### config.mk
export PLATFORM = sky130hd
export DESIGN_NAME = vga_fb_arbiter
export DESIGN_NICKNAME = d
export VERILOG_FILES = /design/src/rtl/vga_pkg.sv /design/src/rtl/sync_fifo.sv /design/src/rtl/vga_fb_arbiter.sv
export SDC_FILE = /design/constraint.sdc
export NUM_CORES = 1
export LEC_CHECK = 0
export ABC_AREA = 1
export BUFFER_PORTS_ARGS = -buffer_cell sky130_fd_sc_hd__buf_2
export CORE_ASPECT_RATIO = 0.5
export CORE_UTILIZATION = 40
export CTS_CLUSTER_SIZE = 20
export DETAILED_ROUTE_END_ITERATION = 10
export PLACE_DENSITY = 0.74
export SYNTH_ARGS = -nofsm -noshare
export SYNTH_HDL_FRONTEND = slang
export SYNTH_SLANG_ARGS = --single-unit
export TNS_END_PERCENT = 1
### constraint.sdc
create_clock -name CLK100MHZ -period 2.53 [get_ports CLK100MHZ]
set_clock_uncertainty 0.2 [all_clocks]
set_input_delay 0.253 -clock CLK100MHZ [delete_from_list [all_inputs] [get_ports CLK100MHZ]]
set_output_delay 0.253 -clock CLK100MHZ [all_outputs]
set_load 0.01 [all_outputs]
### src/rtl/vga_pkg.sv
// Shared constants for the VGA framebuffer arbiter: screen geometry,
// framebuffer geometry and the commit FSM state encodings.
package vga_pkg;

  // 640x480 screen timing, active region only
  localparam int unsigned H_ACTIVE = 640;
  localparam int unsigned V_ACTIVE = 480;

  // Framebuffer is the screen downscaled by 4 in both directions
  localparam int unsigned SCALE_SH = 2;
  localparam int unsigned FB_W     = H_ACTIVE >> SCALE_SH;  // 160
  localparam int unsigned FB_H     = V_ACTIVE >> SCALE_SH;  // 120
  localparam int unsigned FB_AW    = 15;                    // 19200 words fit
  localparam int unsigned DW       = 12;                    // 4:4:4 RGB

  // Writer request buffering
  localparam int unsigned FIFO_DEPTH = 4;

  // Commit FSM states
  localparam logic [1:0] RUN  = 2'd0;  // writer may push, no swap pending
  localparam logic [1:0] PEND = 2'd1;  // swap requested, draining and waiting for vblank
  localparam logic [1:0] SWAP = 2'd2;  // flip front/back on the next edge

endpackage

### src/rtl/sync_fifo.sv
// Small synchronous FIFO holding writer requests ({offset, pixel}) until a
// free memory slot drains them. Push when full and pop when empty are ignored.
module sync_fifo #(
  parameter int WIDTH      = 27,
  parameter int FIFO_DEPTH = 4
) (
  input  logic             clk,
  input  logic             rst_n,
  input  logic             push,
  input  logic [WIDTH-1:0] push_data,
  input  logic             pop,
  output logic [WIDTH-1:0] pop_data,
  output logic             full,
  output logic             empty
);

  localparam int AW = $clog2(FIFO_DEPTH);

  logic [WIDTH-1:0] store [FIFO_DEPTH];
  logic [AW-1:0]    wr_ptr;
  logic [AW-1:0]    rd_ptr;
  logic [AW:0]      count;
  logic             push_ok;
  logic             pop_ok;

  assign push_ok  = push && !full;
  assign pop_ok   = pop && !empty;
  assign full     = (count == (AW+1)'(FIFO_DEPTH));
  assign empty    = (count == '0);
  assign pop_data = store[rd_ptr];

  // Storage array: no reset needed, contents are only read behind count
  always_ff @(posedge clk) begin
    if (push_ok) begin
      store[wr_ptr] <= push_data;
    end
  end

  // Pointers and occupancy; reset discards everything held
  always_ff @(posedge clk) begin
    if (!rst_n) begin
      wr_ptr <= '0;
      rd_ptr <= '0;
      count  <= '0;
    end else begin
      if (push_ok) begin
        wr_ptr <= wr_ptr + AW'(1);
      end
      if (pop_ok) begin
        rd_ptr <= rd_ptr + AW'(1);
      end
      case ({push_ok, pop_ok})
        2'b10:   count <= count + (AW+1)'(1);
        2'b01:   count <= count - (AW+1)'(1);
        default: count <= count;
      endcase
    end
  end

endmodule

### src/rtl/vga_fb_arbiter.sv
// Arbitrates one single-port, double-buffered framebuffer RAM between VGA
// scan-out and a pixel writer.
//
// Handshake: a writer request transfers on a rising edge where
// wr_valid && wr_ready; wr_valid may be held while wr_ready is low, and the
// transfer is fixed in the FIFO once accepted.
//
// A 4-phase counter divides the 100 MHz clock into 25 MHz pixel slots. The
// phase-0 slot of an active pixel is reserved for the display read; every
// other cycle may drain one buffered write into the back buffer. A commit
// requests a front/back swap that is deferred until the FIFO is drained and
// the beam is in vertical blanking, so scan-out never tears.
module vga_fb_arbiter #(
  parameter int DW         = 12,
  parameter int FB_W       = 160,
  parameter int FB_AW      = 15,
  parameter int SCALE_SH   = 2,
  parameter int V_ACTIVE   = 480,
  parameter int FIFO_DEPTH = 4
) (
  input  logic             CLK100MHZ,
  input  logic             CPU_RESETN,
  output logic             pix_stb,
  input  logic [9:0]       x,
  input  logic [9:0]       y,
  input  logic             de,
  output logic [DW-1:0]    pix_data,
  input  logic             wr_valid,
  output logic             wr_ready,
  input  logic [FB_AW-1:0] wr_addr,
  input  logic [DW-1:0]    wr_data,
  input  logic             commit,
  output logic             commit_busy,
  output logic             front_sel,
  output logic             mem_en,
  output logic             mem_we,
  output logic [FB_AW:0]   mem_addr,
  output logic [DW-1:0]    mem_wdata,
  input  logic [DW-1:0]    mem_rdata
);

  import vga_pkg::*;

  localparam int EW = FB_AW + DW;

  logic [1:0]       ph;
  logic [1:0]       state;
  logic             rd_pend;
  logic             disp_slot;
  logic [FB_AW-1:0] disp_off;
  logic             push;
  logic             pop;
  logic             fifo_full;
  logic             fifo_empty;
  logic [EW-1:0]    fifo_dout;
  logic [FB_AW-1:0] fifo_off;
  logic [DW-1:0]    fifo_pix;
  logic             in_vblank;

  // Phase counter and pixel strobe; pix_stb is high while ph == 3 so the
  // timing generator steps x/y on the edge into ph == 0
  always_ff @(posedge CLK100MHZ) begin
    if (!CPU_RESETN) begin
      ph      <= 2'd0;
      pix_stb <= 1'b0;
    end else begin
      ph      <= ph + 2'd1;
      pix_stb <= (ph == 2'd2);
    end
  end

  // Display slot: phase 0 of an active pixel always belongs to scan-out
  assign disp_slot = (ph == 2'd0) && de;

  // Screen coordinate to framebuffer offset; the product is deliberately
  // truncated to the offset width
  assign disp_off = FB_AW'((32'(y >> SCALE_SH) * 32'(FB_W)) + 32'(x >> SCALE_SH));

  // Pixel capture: the read issued at ph 0 returns during ph 1 and is
  // latched on that edge; blanked pixels show black
  always_ff @(posedge CLK100MHZ) begin
    if (!CPU_RESETN) begin
      rd_pend  <= 1'b0;
      pix_data <= '0;
    end else begin
      if (ph == 2'd0) begin
        rd_pend <= de;
      end
      if (ph == 2'd1) begin
        pix_data <= rd_pend ? mem_rdata : '0;
      end
    end
  end

  // Writer side: accept only while running, out of reset and not full
  assign wr_ready = CPU_RESETN && !fifo_full && (state == RUN);
  assign push     = wr_valid && wr_ready;
  assign pop      = CPU_RESETN && !fifo_empty && !disp_slot;
  assign fifo_off = fifo_dout[EW-1:DW];
  assign fifo_pix = fifo_dout[DW-1:0];

  sync_fifo #(
    .WIDTH      (EW),
    .FIFO_DEPTH (FIFO_DEPTH)
  ) u_fifo (
    .clk       (CLK100MHZ),
    .rst_n     (CPU_RESETN),
    .push      (push),
    .push_data ({wr_addr, wr_data}),
    .pop       (pop),
    .pop_data  (fifo_dout),
    .full      (fifo_full),
    .empty     (fifo_empty)
  );

  // RAM port mux: display read has fixed priority, otherwise drain a write
  // into the buffer that is not being displayed
  always_comb begin
    mem_en    = 1'b0;
    mem_we    = 1'b0;
    mem_addr  = '0;
    mem_wdata = '0;
    if (CPU_RESETN) begin
      if (disp_slot) begin
        mem_en   = 1'b1;
        mem_addr = {front_sel, disp_off};
      end else if (!fifo_empty) begin
        mem_en    = 1'b1;
        mem_we    = 1'b1;
        mem_addr  = {~front_sel, fifo_off};
        mem_wdata = fifo_pix;
      end
    end
  end

  assign in_vblank = (y >= 10'(V_ACTIVE));

  // Commit FSM: request, drain and wait for vblank, then flip buffers
  always_ff @(posedge CLK100MHZ) begin
    if (!CPU_RESETN) begin
      state       <= RUN;
      front_sel   <= 1'b0;
      commit_busy <= 1'b0;
    end else begin
      case (state)
        RUN: begin
          if (commit) begin
            state       <= PEND;
            commit_busy <= 1'b1;
          end
        end
        PEND: begin
          if (fifo_empty && !pop && in_vblank) begin
            state <= SWAP;
          end
        end
        SWAP: begin
          front_sel   <= ~front_sel;
          commit_busy <= 1'b0;
          state       <= RUN;
        end
        default: begin
          state <= RUN;
        end
      endcase
    end
  end

endmodule

==> Yosys cells after proc, flatten, opt, wreduce, memory -nomap -nowiden <==
Memories as Yosys holds them, arrays and structs flattened. A register that Yosys moved wholly into a read port is not among the register bits.
Cells that the tools add are included.
{ "word_totals": {"n_memories": 1, "ff_bits": 27, "output_inout_bits": 46, "mem_bits_rw": 108} }
{ "mem_list": {"columns": ["memory", "depth", "word_bits", "read_ports", "rd_clocked_by_memory_dff", "wr", "line_no", "rtl"], "rows": [
  ["u_fifo.store", 4, 27, 1, 1, 1, "sync_fifo.sv:19", "logic [WIDTH-1:0] store [FIFO_DEPTH];"]
]} }
{ "classes": {"add_sub_neg": 6, "order_cmp": 1, "eq_ne": 9, "muxes": 22, "bitwise_logic": 1, "n_reduce_logical": 21, "mul": 1} }
{ "ops": {"columns": ["operator", "count"], "rows": [
  ["$mux 12", 4],
  ["$mux 16", 3],
  ["$add 15x8->15", 1],
  ["$ge 10x9->1 const B", 1],
  ["$logic_and 1x1->1", 10],
  ["$mul 8x3->10 const B", 1],
  ["$mux 1", 8],
  ["$mux 2", 4],
  ["$add 2x1->2 const B", 3],
  ["$eq 2x1->1 const B", 3],
  ["$eq 2x2->1 const B", 3],
  ["$pmux 3 s2", 1],
  ["$logic_not 1->1", 4],
  ["$logic_not 2->1", 2],
  ["$ne 2x2->1 const B", 2],
  ["$pmux 2 s2", 1],
  ["$reduce_and 2->1", 2],
  ["$reduce_bool 2->1", 2],
  ["$add 3x1->3 const B", 1],
  ["$eq 3x3->1 const B", 1],
  ["$logic_not 3->1", 1],
  ["$sub 3x1->3 const B", 1],
  ["$pmux 1 s2", 1],
  ["$not 1->1", 1]
]} }

==> Depth between registers and ports, before layout <==
Gate-level depths: netlist of the first run.
{ "logic_depth": {"word_depth": 9, "depth_mapped": 13, "mapped_depth_nobuf": 12} }

==> Hierarchy <==
A second synthesis of the first run with hierarchy kept.
{ "hier_totals": {"hier_cells": 577, "hier_area_um2": 6207.2} }
{ "modules_own_cells": {"columns": ["module", "seq_area_each_um2", "area_per_inst_um2", "instances", "cells_per_inst"], "rows": [
  ["sync_fifo", 3423.3, 4551.9, 1, 331],
  ["vga_fb_arbiter", 400.4, 1655.3, 1, 246]
]} }

==> Worst setup path after synthesis of the first run <==
No wires, ideal clock.
{ "synth_timing": {"path_type": "flip-flop to flip-flop", "startpoint": "register state[1]", "endpoint": "memory u_fifo.store[0][0], enable pin", "n_path_buf": 0, "setup_slack_ns": -0.114, "setup_time_ns": 0.411, "path_stages_with_launch": 4, "arrival_ns": 2.033, "synth_period_minus_slack_ns": 2.644, "cell_sequence": "dfxtp_1 > nor4_4 > nand2_2 > nor2_1"} }
{ "synth_via": {"elab_chain_len": 6} }
{ "synth_lines": {"columns": ["item", "line_no", "rtl"], "rows": [
  ["start: declaration", "vga_fb_arbiter.sv:47", "logic [1:0] state;"],
  ["start signal: assignment", "vga_fb_arbiter.sv:141", "state <= RUN;"],
  ["start signal: assignment", "vga_fb_arbiter.sv:148", "state <= PEND;"],
  ["start signal: assignment", "vga_fb_arbiter.sv:154", "state <= SWAP;"],
  ["$logic_not 2->1", "vga_fb_arbiter.sv:96", "assign wr_ready = CPU_RESETN && !fifo_full && (state == RUN);"],
  ["$logic_and 1x1->1", "vga_fb_arbiter.sv:96", null],
  ["via wr_ready", "vga_fb_arbiter.sv:29", "output logic wr_ready,"],
  ["$logic_and 1x1->1", "vga_fb_arbiter.sv:97", "assign push = wr_valid && wr_ready;"],
  ["$logic_and 1x1->1", "sync_fifo.sv:26", "assign push_ok = push && !full;"],
  ["$mux 1", "sync_fifo.sv:34", "if (push_ok) begin"],
  ["$mux 1 (implied by the code)", "sync_fifo.sv:35", "store[wr_ptr] <= push_data;"],
  ["end: declaration", "sync_fifo.sv:19", null]
]} }
The timed path passes the listed nets, and every way through them passes these cells.

==> Worst setup path in the final report of the first run <==
{ "layout_timing": {"startpoint": "input port y[5]", "endpoint": "output port mem_addr[14]"} }
{ "layout_via": {"elab_chain_len": 4} }
{ "layout_lines": {"columns": ["item", "line_no", "rtl"], "rows": [
  ["start: declaration", "vga_fb_arbiter.sv:25", "input logic [9:0] y,"],
  ["$mul 8x3->10", "vga_fb_arbiter.sv:77", "assign disp_off = FB_AW'((32'(y >> SCALE_SH) * 32'(FB_W)) + 32'(x >> SCALE_SH));"],
  ["$add 15x8->15", "vga_fb_arbiter.sv:77", null],
  ["$mux 16", "vga_fb_arbiter.sv:124", "if (disp_slot) begin"],
  ["$mux 16", "vga_fb_arbiter.sv:123", "if (CPU_RESETN) begin"],
  ["end: declaration", "vga_fb_arbiter.sv:37", "output logic [FB_AW:0] mem_addr,"]
]} }
Every way passes these cells.

==> key figures, run 1 <==
Global routing
  – Gr ovfl total: 0
  – First-pass GRT wire length: 22.15 mm
  – Largest net degree at the start of global routing: 55
  – Total track usage: 18.59%
  – Antenna violations before repair: 0
  – Vias in the first global route: 4410

Route
  – 1st-iter DRT viols: 217
  – Wire length per cell: 14.93 um
  – Post-Route WL: 14.14 mm
  – Via count: 4725
  – Drt drc: 0
  – Drt pass-1 iters: 4
  – Routed vias/inst: 4.989
  – Post-route ant nets: 0

Timing
  – Endpoints failing setup: 5
  – Worst-Margin Slew: 0.5231 ns
  – Final Hold Viols: 0
  – Tcrit/Tclk final: 107.0%
  – Crit path time final: 2.708 ns
  – Slew Viols, Final: 0
  – Fmax: 369.2 MHz
  – Slew margin rel.: 65.08%
  – RSZ-0062 raised after global routing: yes
  – PnR worst setup slack: -0.1783 ns

Final layout
  – Layout Nets: 826
  – Final std cells w/o fill: 947
  – Synth-to-Final Area Change: 32.99%
  – Final core utilization: 55.28%
  – Filler cells: 1233
  – Ant diodes: 0
  – Share of post-route cells with drive strength above 1: 28.57%
  – Fin area: 8127 sq um

Logic synthesis
  – Most used flip-flop cell after synthesis: edfxtp_1
  – YS warnings: 0
  – Synth Register Bits: 137
  – Async set-reset flop share out of synthesis: 0%
  – Net count after synthesis: 658
  – Post-synth EDFFs: 108
  – Synthesized area: 6111 sq um
  – Yosys top cell by area: edfxtp_1
  – Cell with the most instances after synthesis: edfxtp_1
  – Share of the synthesized area in the top cell type: 53.07%
  – Post-synthesis sequential area ratio: 62.57%
  – Area contributors post-synth: edfxtp_1 (53%), dfxtp_1 (9.5%), nor2_1 (5.7%)
  – Syn Area/Cell: 10.76 sq um
  – Post-synth top cells: edfxtp_1 (108), nor2_1 (93), nand2_1 (61)
  – Cell count after synthesis: 568
  – Number of distinct library cells after synthesis: 34

Floorplanning
  – Starting Density: 41.57%
  – IO Pins: 110
  – Height of the die: 89.40 um
  – DIE WIDTH: 176.8 um
  – Placeable Area: 14700 sq um
  – Row Count: 31
  – Die area: 15810 sq um

Placement
  – # port buffers: 105
  – Placed cell areas: 7009 sq um
  – DP Cell Count: 872
  – GP Congestion: 0.7699
  – Hpwl dp: 8.724 mm

Critical path
  – Crit path required time: 2.08 ns
  – Worst EP arrival: 2.26 ns
  – Critical path class: in2out
  – Worst path depth: 13
  – CP Max Fanout: 3
  – Crit end category: output port
  – R2R cell count: 12
  – CP bufs+invs: 2
  – CP max stage delay: 0.55 ns
  – Startpoint types: primary input
  – CP delay by family, top: adder cells
  – Crit-path cells: buf_8 > ha_4 > ha_4 > fa_1 > nand2_2 > nor2_2 > nand2_2 > a21oi_4 > nand3_2 > o21ai_2 > nand3_1 > nand2_1 > buf_2
  – Worst-path cell with the longest stage delay: fa_1

Pwr
  – Leakage power: 3.224 nW
  – VDD IR max: 450.5 uV
  – P per Cell Area: 775.3 nW/um^2

Run status
  – Status: finished with violations
  – Failing checks: setup timing

Run
  – Max cap viols: 0

Clock tree
  – Clock sinks: 137
  – CTS clock-pin slew for the worst setup and hold paths: 0.06 ns
  – Clk buf depth: 2
  – # H-tree levels: 4
  – Cts bufs inserted: 17
  – CTS tree: yes
  – CTS root buffer: clkbuf_16
  – Worst skew pair latency: 0.41 ns

Hold path
  – Hold Crit Class: in2reg
  – Worst hold stages: 4
[timing repair]
item	4_1_cts	5_1_grt
gates resized for setup	17	19
hold buffers	41	0
pin swaps	12	6
setup endpoints to repair	17	28
endpoints found under the hold margin	123	0
buffers inserted	2	0
[logic make-up after synthesis]
kind of cell    Yosys count  synth area share [%]
buf+inv                  63                 4.546
flops                   137                 62.57
fa+ha+maj                26                 5.692
compound gates          139                 12.63
simple gates            202                 14.29
xor+xnor                  1                0.2662
[cells in the final DEF, fill, tap and decap left out, drive strengths merged, types with 3 or more instances in the layout]
cell type / netlist / final
nand4: 5 / 5
nor2: 95 / 95
buf: 20 / 134
clkinv: 0 / 5
o21ai: 68 / 68
nand3: 26 / 26
o22ai: 15 / 15
edfxtp: 108 / 108
inv: 37 / 43
dfxtp: 29 / 29
dlygate4sd3: 0 / 41
clkbuf: 6 / 17
clkinvlp: 0 / 4
nand2: 69 / 69
fa: 3 / 3
a22o: 7 / 7
ha: 23 / 23
nor3: 3 / 3
a21oi: 46 / 46
[sequential cells by signal (all words and copies together) (netlist names), named ones only]
| name | flops |
|---|---|
| pix_data | 12 |
| u_fifo.wr_ptr | 2 |
| commit_busy | 1 |
| front_sel | 1 |
| pix_stb | 1 |
| ph | 2 |
| rd_pend | 1 |
| u_fifo.rd_ptr | 2 |
| u_fifo.store | 108 |
| state | 2 |
| u_fifo.count | 3 |
[metrics by stage]
step                      worst slack [ns]  TNS [ns]  hold WS (ns)  total power, W
final                              -0.1783   -0.5306       0.06666        0.006301
after global routing               -0.2699    -1.055       0.07726        0.006623
after CTS                          -0.2627   -0.9178       0.07258        0.006311
after detailed placement           -0.2762    -1.102        0.2372        0.003883
after global placement             -0.2514   -0.9177        0.2259        0.003849
after floorplan                    -0.1138    -12.29        0.1519        0.003463
[power by group]
| part | switching (W) | internal [W] |
|---|---|---|
| Clock | 0.00104 | 0.00129 |
| Combinational | 0.000847 | 0.000530 |
| Sequential | 0.0000519 | 0.00254 |
[tightest hold or removal path, cell delays in order]
cell	delay [ns]
buf_2	0.10
nand2_2	0.08
buf_4	0.13
a21oi_1	0.06
[worst paths after layout]
kind / from / end / slack (ns)
max: y[5] / mem_addr[14] / -0.18
min: de / rd_pend / 0.07
max reg2reg: ph[0] / u_fifo.count[2] / 0.27
min reg2reg: ph[0] / ph[0] / 0.21
[area by class of cell]
cell class                      count  area, sq um  share of cell area (%)
Inverter                           37        142.6                   1.755
Clock inverter                     15        137.6                   1.694
Multi-Input combinational cell    368         2103                   25.88
Sequential cell                   137         3826                   47.08
Tap cell                          198        247.7                   3.049
Timing Repair Buffer              175         1244                   15.30
Clock buffer                       17        425.4                   5.235
[layer usage]
layer,vias up,routed length (um),GRT usage [%]
met5,-,0,0
met4,0,86,5.564
met3,9,725,5.017
met2,127,7005,32.62
met1,2243,6319,22.80
li1,2346,-,-
(Power assumes the default switching activity.)
==> run 2: changes to the inputs <==
--- a/config.mk
+++ b/config.mk
@@ -15,4 +15,3 @@
 export SYNTH_ARGS = -nofsm -noshare
 export SYNTH_HDL_FRONTEND = slang
 export SYNTH_SLANG_ARGS = --single-unit
-export TNS_END_PERCENT = 1
==> run 2 against run 1 <==
Effect of this change: the flow still finishes with violations (setup timing); highest routed layer unchanged; flip-flop and latch count unchanged; clock power about the same; fmax barely moved; critical endpoint unchanged.
==> key figures, run 2 (synthesized netlist as in run 1, its figures left out) <==
Run status
  – Status: finished with violations
  – Failing checks: setup timing

Critical path
  – Worst EP arrival: 2.25 ns (about the same)
  – CP bufs+invs: 3 (+1)
  – Crit path required time: 2.08 ns (about the same)
  – Worst-path cell with the longest stage delay: fa_2
  – CP max stage delay: 0.56 ns (about the same)
  – Critical path class: in2out
  – R2R cell count: 12 (unchanged)
  – CP delay by family, top: adder cells
  – R2r startpoint: ph[0]
  – CP Max Fanout: 3 (unchanged)
  – Crit end category: output port
  – FF-to-FF setup slack: 0.27 ns (about the same)
  – Crit-path cells: buf_8 > ha_4 > ha_4 > fa_2 > nand2_2 > inv_1 > nand2_2 > a21oi_4 > nand3_2 > o21ai_2 > nand3_1 > nand2_1 > buf_2
  – Startpoint types: primary input
  – Reg2reg end: u_fifo.count[2]

Final layout
  – Largest reg by FF count: u_fifo.store
  – Fin area: 8168 sq um (+0.51%)
  – Share of post-route cells with drive strength above 1: 28.97% (+0.40 points)
  – Layout Nets: 826 (unchanged)
  – Storage cell area: 3826 sq um (unchanged)
  – Final core utilization: 55.56% (+0.28 points)
  – Most common cell after layout, fill and taps aside: edfxtp_1
  – Commonest non-fill, non-tap cells in the layout: edfxtp_1 (108), buf_2 (103), nor2_1 (87)
  – Max reg flops: 108 (unchanged)
  – Filler cells: 1225 (-0.65%)
  – Ant diodes: 0 (unchanged)
  – Area of the multi-input gates: 2145 sq um (+2.0%)
  – Largest regs: u_fifo.store: 108 flops, pix_data: 12 flops, u_fifo.count: 3 flops
  – Synth-to-Final Area Change: 33.66%

Clock tree
  – # H-tree levels: 4 (unchanged)
  – Clk buf depth: 2 (unchanged)
  – Clock sinks: 137 (unchanged)
  – CTS tree: yes
  – CTS root buffer: clkbuf_16
  – Worst skew pair latency: 0.41 ns (about the same)
  – Cts bufs inserted: 17 (unchanged)
  – CTS clock-pin slew for the worst setup and hold paths: 0.06 ns (about the same)

Pwr
  – VDD IR max: 450.7 uV (about the same)
  – Leakage power: 3.224 nW (about the same)
  – PnR Total Power: 0.006319 W (+0.29%)
  – P per Cell Area: 773.7 nW/um^2 (-0.21%)

Timing
  – Tcrit/Tclk final: 107.0% (about the same)
  – Crit path time final: 2.706 ns (-0.002205 ns)
  – Endpoints failing setup: 5 (unchanged)
  – Slew Viols, Final: 0 (unchanged)
  – Fmax: 369.5 MHz (about the same)
  – RSZ-0062 raised after global routing: yes
  – Worst-Margin Slew: 0.5133 ns (-0.009782 ns)
  – PnR worst setup slack: -0.1761 ns (+0.002205 ns)
  – Final Hold Viols: 0 (unchanged)
  – Slew margin rel.: 65.73% (+0.65 points)

Global routing
  – Antenna violations before repair: 0 (unchanged)
  – First-pass GRT wire length: 22.17 mm (about the same)
  – Gr ovfl total: 0 (unchanged)
  – Largest net degree at the start of global routing: 55 (unchanged)
  – Total track usage: 18.60% (about the same)
  – Vias in the first global route: 4406 (-0.091%)

Route
  – Wire length per cell: 15.02 um (+0.63%)
  – 1st-iter DRT viols: 245 (+13%)
  – Drt drc: 0 (unchanged)
  – Via count: 4749 (+0.51%)
  – Max layer used: met4
  – Post-Route WL: 14.23 mm (+0.63%)
  – Routed length on met1: 6.407 mm (+1.4%)
  – WL met2: 7.081 mm (+1.1%)
  – DR WL met3: 654 um (-9.8%)
  – Post-route ant nets: 0 (unchanged)
  – Routed vias/inst: 5.015 (+0.51%)
  – Drt pass-1 iters: 5 (+1)

Floorplanning
  – Starting Density: 41.57% (unchanged)
  – Placeable Area: 14700 sq um (unchanged)
  – Die area: 15810 sq um (unchanged)
  – IO Pins: 110 (unchanged)
  – DIE WIDTH: 176.8 um (unchanged)
  – Height of the die: 89.40 um (unchanged)
  – Row Count: 31 (unchanged)

Placement
  – # port buffers: 105 (unchanged)
  – Placed cell areas: 7009 sq um (unchanged)
  – Hpwl dp: 8.724 mm (unchanged)
  – GP Congestion: 0.7699 (unchanged)

Hold path
  – Hold Path End: rd_pend
  – Min-delay src: de
  – Worst hold stages: 4 (unchanged)
  – Hold Crit Class: in2reg

Run
  – Max cap viols: 0 (unchanged)
-- run 2: repair_timing --
item	4_1_cts	5_1_grt
hold endpoints to repair	123	0
pin swaps	19	8
setup buffers	2	1
endpoints found under the setup margin	17	28
gates cloned	0	0
resized for setup	16	27
hold buffers	41	0
-- run 2: area by class of cell --
class | count | area share, %
Clock buffer | 17 | 5.208
Clock inverter | 15 | 1.685
Inverter | 37 | 1.746
Multi-Input combinational cell | 368 | 26.26
Sequential cell | 137 | 46.84
Tap cell | 198 | 3.033
Timing Repair Buffer | 175 | 15.23
-- run 2: report_power, final --
| group | internal, W | switching, W | total [W] |
|---|---|---|---|
| registers | 0.00254 | 0.0000520 | 0.00259 |
| clock network | 0.00129 | 0.00104 | 0.00233 |
| logic | 0.000539 | 0.000860 | 0.00140 |
-- run 2: layer usage --
metal	vias to the layer above	global-route usage, %
met2	119	32.58
li1	2345	-
met4	0	5.564
met5	-	0
met1	2278	22.86
met3	7	5.017
-- run 2: metrics by stage --
step | instances | hold WS (ns) | setup WS [ns] | TNS, ns
floorplan | 568 | 0.1519 | -0.1138 | -12.29
global placement | 872 | 0.2259 | -0.2514 | -0.9177
detailed placement | 872 | 0.2372 | -0.2762 | -1.102
CTS | 946 | 0.07258 | -0.2627 | -0.8534
global route | 947 | 0.07726 | -0.2487 | -0.8846
finish | 947 | 0.06242 | -0.1761 | -0.4628
-- run 2: worst max-delay path by stage --
stage	slack, ns	to	cells after the start	start
after floorplan	-0.11	u_fifo.store[0][0]	3	state[1]
after global routing	-0.25	mem_addr[14]	13	y[5]
after CTS	-0.26	mem_addr[14]	13	y[5]
after global placement	-0.25	mem_addr[12]	13	y[3]
after detailed placement	-0.28	mem_addr[12]	13	y[3]
final	-0.18	mem_addr[14]	13	y[5]
-- run 2: worst register-to-register path, cell delays in order (launching register included) --
cell     delay [ns]
dfxtp_2        0.33
inv_1          0.06
ha_1           0.21
nand2_2        0.10
nand2_2        0.10
nor2_4         0.13
ha_1           0.15
inv_1          0.07
fa_1           0.39
a21oi_1        0.15
o21ai_1        0.09
o21ai_1        0.13
a21oi_1        0.05
==> run 3: changes to the inputs <==
--- a/config.mk
+++ b/config.mk
@@ -11,7 +11,7 @@
 export CORE_UTILIZATION = 40
 export CTS_CLUSTER_SIZE = 20
 export DETAILED_ROUTE_END_ITERATION = 10
-export PLACE_DENSITY = 0.74
+export PLACE_DENSITY = 0.73
 export SYNTH_ARGS = -nofsm -noshare
 export SYNTH_HDL_FRONTEND = slang
 export SYNTH_SLANG_ARGS = --single-unit
==> run 3 against run 2 <==
Effect of this change: the flow still finishes with violations (setup timing); first-iteration DRC count is 14% higher; via count down 1.8%; sequential power hardly changed; flip-flop and latch count stayed put; sequential share of layout area down 0.29 points; clock power increased by 8.6%; largest cell class unchanged; register-to-register slack worse by 0.07 ns; worst hold slack worse by 0.049 ns; total power rose by 3.3%.
==> key figures, run 3 (synthesized netlist as in run 1, its figures left out) <==
Hold path
  – Hold Path End: front_sel
  – Worst hold stages: 3 (-1)
  – Hold Crit Class: in2reg
  – Min-delay src: CPU_RESETN

Final layout
  – Layout Nets: 826 (unchanged)
  – Largest reg by FF count: u_fifo.store
  – Synth-to-Final Area Change: 34.50%
  – Commonest non-fill, non-tap cells in the layout: edfxtp_1 (108), buf_2 (103), nor2_1 (87)
  – Ant diodes: 0 (unchanged)
  – Most common cell after layout, fill and taps aside: edfxtp_1
  – Filler cells: 1225 (unchanged)
  – Largest regs: u_fifo.store: 108 flops, pix_data: 12 flops, u_fifo.count: 3 flops
  – Max reg flops: 108 (unchanged)
  – Share of post-route cells with drive strength above 1: 28.70% (-0.27 points)
  – Final core utilization: 55.91% (+0.35 points)
  – Final std cells w/o fill: 947 (unchanged)

Route
  – Routed vias/inst: 4.923 (-1.8%)
  – Drt pass-1 iters: 4 (-1)
  – Drt drc: 0 (unchanged)
  – Wire length per cell: 14.72 um (-2.0%)
  – Post-route ant nets: 0 (unchanged)
  – Via count: 4662 (-1.8%)
  – Post-Route WL: 13.94 mm (-2.0%)
  – 1st-iter DRT viols: 279 (+14%)

Clock tree
  – CTS tree: yes
  – CTS root buffer: clkbuf_16
  – Clk buf depth: 2 (unchanged)
  – Cts bufs inserted: 17 (unchanged)
  – Clock sinks: 137 (unchanged)
  – # H-tree levels: 4 (unchanged)
  – CTS clock-pin slew for the worst setup and hold paths: 0.06 ns (about the same)
  – Worst skew pair latency: 0.41 ns (about the same)

Timing
  – Worst hold margin: 0.01318 ns (-0.04924 ns)
  – Slew margin rel.: 69.73% (+4.0 points)
  – Slew Viols, Final: 0 (unchanged)
  – PnR worst setup slack: -0.1662 ns (+0.009919 ns)
  – Tcrit/Tclk final: 106.6% (-0.39 points)
  – Worst-Margin Slew: 0.4535 ns (-0.05978 ns)
  – Endpoints failing setup: 4 (-1)
  – Final Hold Viols: 0 (unchanged)
  – RSZ-0062 raised after global routing: yes
  – Crit path time final: 2.696 ns (-0.009919 ns)
  – Fmax: 370.9 MHz (+0.37%)

Global routing
  – Antenna violations before repair: 0 (unchanged)
  – Largest net degree at the start of global routing: 41 (-25%)
  – Vias in the first global route: 4316 (-2.0%)
  – Total track usage: 18.08% (-0.52 points)
  – Gr ovfl total: 0 (unchanged)
  – First-pass GRT wire length: 21.51 mm (-3.0%)

Pwr
  – Share of total power in combinational logic: 21.6% (-0.5 points)
  – PnR Total Power: 0.006525 W (+3.3%)
  – Switching Share: 29.66% (-1.2 points)
  – VDD IR max: 585.1 uV (+30%)
  – Sequential share of power: 39.6% (-1.3 points)
  – Net Sw Power: 0.001935 W (-0.91%)
  – P per Cell Area: 793.8 nW/um^2 (+2.6%)
  – Power share of the clock group: 38.8% (+1.9 points)
  – Leakage power: 3.259 nW (+1.1%)
  – Int Power: 0.004590 W (+5.1%)

Floorplanning
  – Die area: 15810 sq um (unchanged)
  – Placeable Area: 14700 sq um (unchanged)
  – Starting Density: 41.57% (unchanged)
  – IO Pins: 110 (unchanged)
  – Height of the die: 89.40 um (unchanged)
  – Row Count: 31 (unchanged)
  – DIE WIDTH: 176.8 um (unchanged)

Critical path
  – Crit path required time: 2.08 ns (about the same)
  – Crit end category: output port
  – Startpoint types: primary input
  – Critical path class: in2out
  – FF-to-FF setup slack: 0.20 ns (-0.07 ns)
  – CP Max Fanout: 3 (unchanged)
  – R2r startpoint: ph[0]
  – R2R cell count: 12 (unchanged)
  – Reg2reg end: u_fifo.count[2]
  – Worst EP arrival: 2.24 ns (about the same)

Run
  – Max cap viols: 0 (unchanged)

Placement
  – # port buffers: 105 (unchanged)
  – DP Cell Count: 872 (unchanged)
  – Hpwl dp: 8.752 mm (+0.32%)
  – GP Congestion: 0.7757 (+0.75%)

Run status
  – Failing checks: setup timing
  – Status: finished with violations
==> run 3: worst max path at each step <==
stage	startpoint	endpoint	slack, ns
4_1_cts	y[5]	mem_addr[14]	-0.28
3_3_place_gp	y[3]	mem_addr[12]	-0.24
2_1_floorplan	state[1]	u_fifo.store[0][0]	-0.11
3_5_place_dp	y[3]	mem_addr[12]	-0.27
6_report	y[5]	mem_addr[14]	-0.17
5_1_grt	y[5]	mem_addr[12]	-0.28
==> run 3: layer usage <==
metal / wire [um] / vias to the layer above / track usage, %
met5: 0 / - / 0
met1: 6300 / 2186 / 22.03
li1: - / 2347 / -
met2: 6839 / 118 / 32.30
met3: 692 / 11 / 4.039
met4: 110 / 0 / 6.113
==> run 3: power by group through the flow <==
| stage | sequential [W] | clock, W | combinational [W] |
|---|---|---|---|
| 4_1_cts | 0.00258 | 0.00258 | 0.00136 |
| 2_1_floorplan | 0.00262 | 0 | 0.000840 |
| 3_3_place_gp | 0.00263 | 0 | 0.00125 |
| 6_report | 0.00259 | 0.00253 | 0.00141 |
| 5_1_grt | 0.00260 | 0.00267 | 0.00157 |
| 3_5_place_dp | 0.00263 | 0 | 0.00127 |
==> run 3: timing repair <==
item	in CTS	in global routing
hold buffers	40	0
hold endpoints to repair	122	0
gates resized for setup	19	24
setup endpoints to repair	18	21
buffers inserted	1	3
pin swaps	11	16
==> run 3: stage by stage <==
stage,area (sq um),setup WS [ns],setup TNS (ns)
after global routing,8219,-0.2779,-1.036
after detailed placement,7022,-0.2707,-1.054
after floorplan,6111,-0.1138,-12.29
after global placement,7022,-0.2411,-0.9433
after CTS,8113,-0.2773,-0.8287
final,8219,-0.1662,-0.5583
==> run 3: area by class of cell <==
cell class	count	area (sq um)	area share, %
tap	198	247.7	3.014
timing repair buffer	175	1265	15.39
inverter	37	142.6	1.735
sequential	137	3826	46.55
clock buffer	17	425.4	5.176
clock inverter	15	180.2	2.192
multi-input combinational	368	2132	25.94
==> run 3: critical path: stages <==
cell and delay, ns:
buf_8 0.10, ha_4 0.23, ha_4 0.16, fa_2 0.55
nand2_2 0.06, nor2_2 0.10, nand2_2 0.08, a21oi_4 0.15
nand3_2 0.10, nor2_1 0.10, nand2_1 0.06, nand3_1 0.08
nand2_1 0.07, buf_2 0.14
